### config.mk
export PLATFORM = sky130hd
export DESIGN_NAME = pipe_stage_hs
export DESIGN_NICKNAME = d
export VERILOG_FILES = /design/src/rtl/pipe_stage_hs_pkg.sv /design/src/rtl/pipe_stage_hs_skid.sv /design/src/rtl/pipe_stage_hs.sv
export SDC_FILE = /design/constraint.sdc
export NUM_CORES = 1
export LEC_CHECK = 0
export BUFFER_PORTS_ARGS = -buffer_cell sky130_fd_sc_hd__buf_2
export CORE_UTILIZATION = 40
export CTS_CLUSTER_SIZE = 12
export DETAILED_ROUTE_END_ITERATION = 8
export GPL_TIMING_DRIVEN = 0
export PLACE_DENSITY = 0.71
export SLEW_MARGIN = 20
export SYNTH_ARGS = -nofsm -noshare
export SYNTH_HDL_FRONTEND = slang
export SYNTH_HIERARCHICAL = 1
export SYNTH_SLANG_ARGS = --single-unit
### constraint.sdc
create_clock -name clk_i -period 4.9 [get_ports clk_i]
set_input_delay 0.245 -clock clk_i [delete_from_list [all_inputs] [get_ports clk_i]]
set_output_delay 0.245 -clock clk_i [all_outputs]
set_load 0.01 [all_outputs]
### src/rtl/pipe_stage_hs_pkg.sv
// Shared definitions for the pipeline-stage register.
// Holds bus widths, IF/ID field offsets and the skid-buffer state encoding.
package pipe_stage_hs_pkg;

  // IF/ID bus packs {pc, pcnow, inst}
  localparam int unsigned IF2ID_BUS_SIZE  = 96;
  localparam int unsigned IF2ID_INST_LSB  = 0;
  localparam int unsigned IF2ID_PCNOW_LSB = 32;
  localparam int unsigned IF2ID_PC_LSB    = 64;

  typedef enum logic [1:0] {
    PIPE_S_EMPTY = 2'd0,
    PIPE_S_ONE   = 2'd1,
    PIPE_S_TWO   = 2'd2
  } pipe_skid_state_e;

endpackage

### src/rtl/pipe_stage_hs_skid.sv
// One-entry skid buffer controller for pipe_stage_hs (used when PIPE_SKID_EN is defined).
// Tracks occupancy of main register + skid entry, and tells the top when and
// from where to load the main output register. in_ready_o is a flop output.
module pipe_skid_buf
  import pipe_stage_hs_pkg::*;
#(
  parameter int unsigned WIDTH = 96
) (
  input  logic             clk_i,
  input  logic             rst_ni,
  input  logic             flush_i,
  input  logic             in_valid_i,
  input  logic [WIDTH-1:0] in_data_i,
  input  logic             out_ready_i,
  output logic             in_ready_o,
  output logic             out_valid_o,
  output logic             load_o,
  output logic [WIDTH-1:0] load_data_o
);

  pipe_skid_state_e r_state;
  pipe_skid_state_e w_next;
  logic             r_in_ready;
  logic [WIDTH-1:0] r_skid;
  logic             w_skid_we;
  logic             w_in_xfer;
  logic             w_out_xfer;

  assign out_valid_o = (r_state != PIPE_S_EMPTY);
  assign in_ready_o  = r_in_ready;
  assign w_in_xfer   = in_valid_i & r_in_ready;
  assign w_out_xfer  = out_valid_o & out_ready_i;

  // Next-state, main-register load and skid-write decode.
  always_comb begin
    w_next      = r_state;
    w_skid_we   = 1'b0;
    load_o      = 1'b0;
    load_data_o = in_data_i;
    if (flush_i) begin
      w_next = PIPE_S_EMPTY;
    end else begin
      case (r_state)
        PIPE_S_EMPTY: begin
          if (w_in_xfer) begin
            load_o = 1'b1;
            w_next = PIPE_S_ONE;
          end
        end
        PIPE_S_ONE: begin
          if (w_in_xfer && w_out_xfer) begin
            load_o = 1'b1;
          end else if (w_in_xfer) begin
            w_skid_we = 1'b1;
            w_next    = PIPE_S_TWO;
          end else if (w_out_xfer) begin
            w_next = PIPE_S_EMPTY;
          end
        end
        PIPE_S_TWO: begin
          if (w_out_xfer) begin
            load_o      = 1'b1;
            load_data_o = r_skid;
            w_next      = PIPE_S_ONE;
          end
        end
        default: w_next = PIPE_S_EMPTY;
      endcase
    end
  end

  // State register; in_ready is registered from the next state so that
  // out_ready_i has no combinational path to in_ready_o.
  always_ff @(posedge clk_i or negedge rst_ni) begin
    if (!rst_ni) begin
      r_state    <= PIPE_S_EMPTY;
      r_in_ready <= 1'b1;
    end else begin
      r_state    <= w_next;
      r_in_ready <= (w_next != PIPE_S_TWO);
    end
  end

  // Skid entry captures a beat accepted while the main register is stalled.
  always_ff @(posedge clk_i or negedge rst_ni) begin
    if (!rst_ni) begin
      r_skid <= '0;
    end else if (w_skid_we) begin
      r_skid <= in_data_i;
    end
  end

endmodule

### src/rtl/pipe_stage_hs.sv
// Generic pipeline-stage register with valid/ready handshake, synchronous
// flush and a saturating stall counter. Define PIPE_SKID_EN to add a
// one-entry skid buffer that makes in_ready_o a registered output.
module pipe_stage_hs
  import pipe_stage_hs_pkg::*;
#(
  parameter int unsigned      WIDTH   = IF2ID_BUS_SIZE,
  parameter logic [WIDTH-1:0] RST_VAL = '0,
  parameter int unsigned      CNT_W   = 16
) (
  input  logic             clk_i,
  input  logic             rst_ni,
  input  logic             flush_i,
  input  logic             in_valid_i,
  output logic             in_ready_o,
  input  logic [WIDTH-1:0] in_data_i,
  output logic             out_valid_o,
  input  logic             out_ready_i,
  output logic [WIDTH-1:0] out_data_o,
  output logic [CNT_W-1:0] stall_cnt_o
);

  logic             w_load;
  logic [WIDTH-1:0] w_load_data;
  logic [WIDTH-1:0] r_data;
  logic [CNT_W-1:0] r_stall_cnt;

`ifdef PIPE_SKID_EN
  pipe_skid_buf #(
    .WIDTH(WIDTH)
  ) u_skid (
    .clk_i       (clk_i),
    .rst_ni      (rst_ni),
    .flush_i     (flush_i),
    .in_valid_i  (in_valid_i),
    .in_data_i   (in_data_i),
    .out_ready_i (out_ready_i),
    .in_ready_o  (in_ready_o),
    .out_valid_o (out_valid_o),
    .load_o      (w_load),
    .load_data_o (w_load_data)
  );
`else
  logic r_valid;
  logic w_in_xfer;
  logic w_out_xfer;

  assign in_ready_o  = ~r_valid | out_ready_i;
  assign out_valid_o = r_valid;
  assign w_in_xfer   = in_valid_i & in_ready_o;
  assign w_out_xfer  = r_valid & out_ready_i;
  assign w_load      = w_in_xfer & ~flush_i;
  assign w_load_data = in_data_i;

  // Valid flag: flush wins, a new beat sets it, a drained beat clears it.
  always_ff @(posedge clk_i or negedge rst_ni) begin
    if (!rst_ni) begin
      r_valid <= 1'b0;
    end else if (flush_i) begin
      r_valid <= 1'b0;
    end else if (w_in_xfer) begin
      r_valid <= 1'b1;
    end else if (w_out_xfer) begin
      r_valid <= 1'b0;
    end
  end
`endif

  // Main output register; only loaded on an accepted, non-flushed beat.
  always_ff @(posedge clk_i or negedge rst_ni) begin
    if (!rst_ni) begin
      r_data <= RST_VAL;
    end else if (w_load) begin
      r_data <= w_load_data;
    end
  end

  // Saturating count of stalled cycles; flush does not touch it.
  always_ff @(posedge clk_i or negedge rst_ni) begin
    if (!rst_ni) begin
      r_stall_cnt <= '0;
    end else if (out_valid_o && !out_ready_i && (r_stall_cnt != '1)) begin
      r_stall_cnt <= r_stall_cnt + 1'b1;
    end
  end

  assign out_data_o  = r_data;
  assign stall_cnt_o = r_stall_cnt;

endmodule

Yosys cells after proc, flatten, opt, wreduce, memory -nomap -nowiden
Index checks and enable logic that the tools add are counted.
- register bits: 113
- output and inout bits: 114
- latch bits: 0
- logic and storage cells: 18
- bits in read-only memories: 0
- RAM bits: 0
- memories: 0
- input bits: 101
- reductions and logical operators: 4
- div/mod/pow operators: 0
- $add $sub $neg: 1
- muxes and demuxes: 3
- bitwise gates (word level): 6
- equal/unequal tests: 1
- order comparisons: 0
- $mul: 0
- shift-type cells: 0
- operator list (cell ; count):
    $add 16x1->16 const B ; 1
    $ne 16x16->1 const B ; 1
    $and 1x1->1 ; 3
    $mux 1 ; 3
    $reduce_bool 3->1 ; 1
    $logic_and 1x1->1 ; 2
    $not 1->1 ; 2
    $logic_not 1->1 ; 1
    $or 1x1->1 ; 1

Logic depth before layout (Yosys ltp)
- depth after elaboration: 5
- depth in mapped cells: 6
- mapped depth without buffers: 5

Worst setup path before layout
OpenSTA, ideal clock, no wires.
- kind: register to register
- start: register r_valid, in the netlist out_valid_o
- end: register r_data[51], in the netlist out_data_o[51]
- slack: 3185 ps
- path buffers: 2
- setup time: 125 ps
- stages on the path, launching flop included: 6
- data required time: 4775 ps
- arrival: 1590 ps
- cell sequence: dfrtp_1 -> nor2b_4 -> nor3b_2 -> buf_2 -> buf_2 -> mux2_2
- longest elaborated chain between the ends: 4
- ends and longest elaborated chain (what ; RTL line ; RTL):
    from (decl) ; pipe_stage_hs.sv:44 ; logic r_valid;
    from (signal assigned) ; pipe_stage_hs.sv:58 ; r_valid <= 1'b0;
    from (signal assigned) ; pipe_stage_hs.sv:60 ; r_valid <= 1'b0;
    from (signal assigned) ; pipe_stage_hs.sv:62 ; r_valid <= 1'b1;
    $not 1->1 ; pipe_stage_hs.sv:48 ; assign in_ready_o = ~r_valid | out_ready_i;
    $or 1x1->1 ; pipe_stage_hs.sv:48 ;
    $and 1x1->1 ; pipe_stage_hs.sv:50 ; assign w_in_xfer = in_valid_i & in_ready_o;
    $and 1x1->1 ; pipe_stage_hs.sv:52 ; assign w_load = w_in_xfer & ~flush_i;
    to (signal assigned) ; pipe_stage_hs.sv:74 ; r_data <= w_load_data;
    to (decl) ; pipe_stage_hs.sv:25 ; logic [WIDTH-1:0] r_data;
Every way passes these cells.
A chain may end at the register's enable or synchronous reset.

Worst setup path after layout
- start: register r_valid, in the netlist out_valid_o
- end: register r_data[70], in the netlist out_data_o[70]
The elaborated chain is that of the path after synthesis.

==> flow_summary.ini <==
[outcome]
outcome = finished, final reports clean

[power]
seqPwrFrac_pct = 39.0
switching_power_mw = 0.774
power_mw = 3.07
ir_drop_mv = 0.240
p_sw_share_pct = 25.2
p_int_mw = 2.30
combPwrFrac_pct = 19.5
leakage_nw = 3.52
powerDensity_nw_per_um2 = 419
power.share.clock_pct = 41.5

[clock_tree]
clock-sinks = 113
worstSkewPairLatency_ns = 0.49
cts_buffer_depth = 2
post_cts_buffers = 0
cts_inserted_buffers = 17
root_buffer = clkbuf_8
clk_pin_slew_ns = 0.05
cts_tree = done
h-tree-depth = 4

[timing]
final_hold_viol_count = 0
slew_viol_final = 0
rsz0062_at_grt = false
tightest_slew_ns = 0.606
setup_viol = 0
relSlewSlack_pct = 59.3
final.setup.tns_ns = 0
fmax_mhz = 494
fin_crit_sh_pct = 41.3
clock_skew_ns = 0.00786
setup_ws_ns = 2.87
whs_ns = 0.127
min_period_ns = 2.03

[worst_setup_path]
cp.required_ns = 5.27
crit_arrival_ns = 2.40
cp-end-kind = flip-flop
crit_type = reg -> reg
start_kind = flip-flop
path_max_fanout = 10
reg2reg_depth = 5
critical_path.startpoint = out_valid_o
r2r_slack_ns = 2.87
crit_path_end = out_data_o[70]
regToRegStartpoint = out_valid_o
reg2reg_to = out_data_o[70]

[placed_design]
dp_slack_ns = 2.82
place_congestion = 0.772
dp.cells = 642
dpl_cell_area_um2 = 5710
hpwl_um = 7170
numPortBuffers = 214

[min_path]
hp-class = in -> reg
min-delay-start = out_ready_i

[die]
start_util_pct = 40.9
die_x_um = 107
dieArea_um2 = 11500
die_h_um = 107
row_count = 38
core-area_um2 = 10800
io_pins = 215

[synth]
synth_cell_types = 33
synth_area_um2 = 4430
syn_inst = 287
ys_ff_latch = 113
syn_nets = 389
yosysSeqAreaShare_pct = 63.8
avgSynthCellArea_um2 = 15.4
yosysWarningCount = 6

[grt]
grt_max_degree = 63
antenna_found_initial = 0
grt_pass1_vias = 3739
track_usage_pct = 20.4
grt_pass1_wl_um = 17900
grt-ovfl-total = 0

[route]
drc = 0
detail_route.wl_per_cell_um = 14.7
drt_wl_total_um = 11400
ant_nets = 0
vias_per_cell = 4.70
drt_first_pass_iters = 5
drt_iter0_markers = 116
vias = 3634

[finish]
final_cells = 773
nets = 722
area_growth_pct = 65.4
drive_above_1_share_pct = 57.0
design_area_um2 = 7330
diodes = 0
fillers = 763
final_util_pct = 67.6

[job]
maxCapViolCount = 0
## synth_stat cells
cell	n	area, um2
mux2_2	97	1090
inv_1	4	15.0
inv_2	1	3.75
nor3_1	1	5.00
a21oi_1	5	25.0
o21a_1	1	7.51
nor2_1	6	22.5
or3_1	1	6.26
clkbuf_1	1	3.75
ha_1	1	12.5
nor2b_1	1	6.26
nand4_1	2	12.5
nand2_1	5	18.8
nand4_2	1	12.5
a31oi_1	2	12.5
a211oi_1	4	30.0
nor4_1	4	25.0
o41ai_1	2	17.5
nor4_4	1	21.3
xor2_1	4	35.0
a21oi_2	1	8.76
nand4b_1	1	8.76
nor3b_2	1	12.5
buf_2	10	50.1
xnor2_1	3	26.3
or2_0	1	6.26
mux2_4	2	30.0
nand3_4	1	17.5
o21ai_0	1	5.00
nand3_1	7	35.0
nor2b_4	1	13.8
and3_1	1	6.26
dfrtp_1	113	2830
## cell type report
class	count	area, um2	area share (%)
inverter	5	18.8	0.256
clock inverter	9	153	2.08
tap	140	175	2.39
clock buffer	23	477	6.50
sequential	113	2830	38.6
multi-input combinational	158	1530	20.9
timing repair buffer	314	2100	28.6
buffer	11	53.8	0.734
## power by group through the flow
stage	logic (mW)	clock network (mW)	registers (mW)
after floorplan	0.192	0	1.28
after global placement	0.521	0	1.20
after detailed placement	0.537	0	1.21
after CTS	0.598	1.31	1.20
after global routing	0.650	1.35	1.22
final	0.599	1.28	1.20
## cell families after synthesis
group / after synthesis / synth area share, %
compound gates: 16 / 2.40
xor+xnor: 7 / 1.38
fa+ha+maj: 1 / 0.282
buf+inv: 16 / 1.64
flops: 113 / 63.8
mux: 99 / 25.3
simple gates: 35 / 5.19
## layer usage
metal | up-vias | GRT usage [%] | wire length, um
met1 | 1763 | 22.3 | 4400
met3 | 23 | 5.15 | 638
met2 | 147 | 37.5 | 6120
met4 | 0 | 8.51 | 214
met5 | - | 0 | 0
li1 | 1701 | - | -
## worst min-delay path by stage
stage	depth (start not counted)	to	slack [ns]
floorplan	0	out_data_o[0]	-0.05
global placement	2	out_valid_o	0.43
detailed placement	1	stall_cnt_o[8]	0.22
CTS	4	stall_cnt_o[2]	0.1
global route	4	stall_cnt_o[2]	0.13
finish	4	stall_cnt_o[2]	0.13
## critical path, cell delays in order, from the launching register on
cell     delay (ns)
dfrtp_1        0.38
nor2b_4        0.15
nor3b_2        0.38
buf_2          0.32
buf_2          0.29
mux2_2         0.38
## sequential cells by signal (all words and copies together) (netlist names)
| register | count |
|---|---|
| out_data_o | 96 |
| out_valid_o | 1 |
| stall_cnt_o | 16 |
## placed cells by master (no fill, tap or decap), types with 3 or more instances in the layout
cell type        n
buf_2          223
dfrtp_1        113
dlygate4sd3_1   99
mux2_2          97
clkbuf_16       16
nand3_1          7
nor2_1           6
nand2_1          5
a21oi_1          5
clkbuf_8         5
inv_1            4
nor4_1           4
xor2_1           4
a211oi_1         4
bufinv_16        4
xnor2_1          3
clkbuf_1         3
clkinvlp_4       3
## repair_timing
| action | in CTS | in global routing |
|---|---|---|
| hold buffers | 99 | 0 |
| hold endpoints to repair | 148 | 0 |
| resized for setup | 0 | 0 |
No activity file was read; power rests on OpenSTA's default activity.
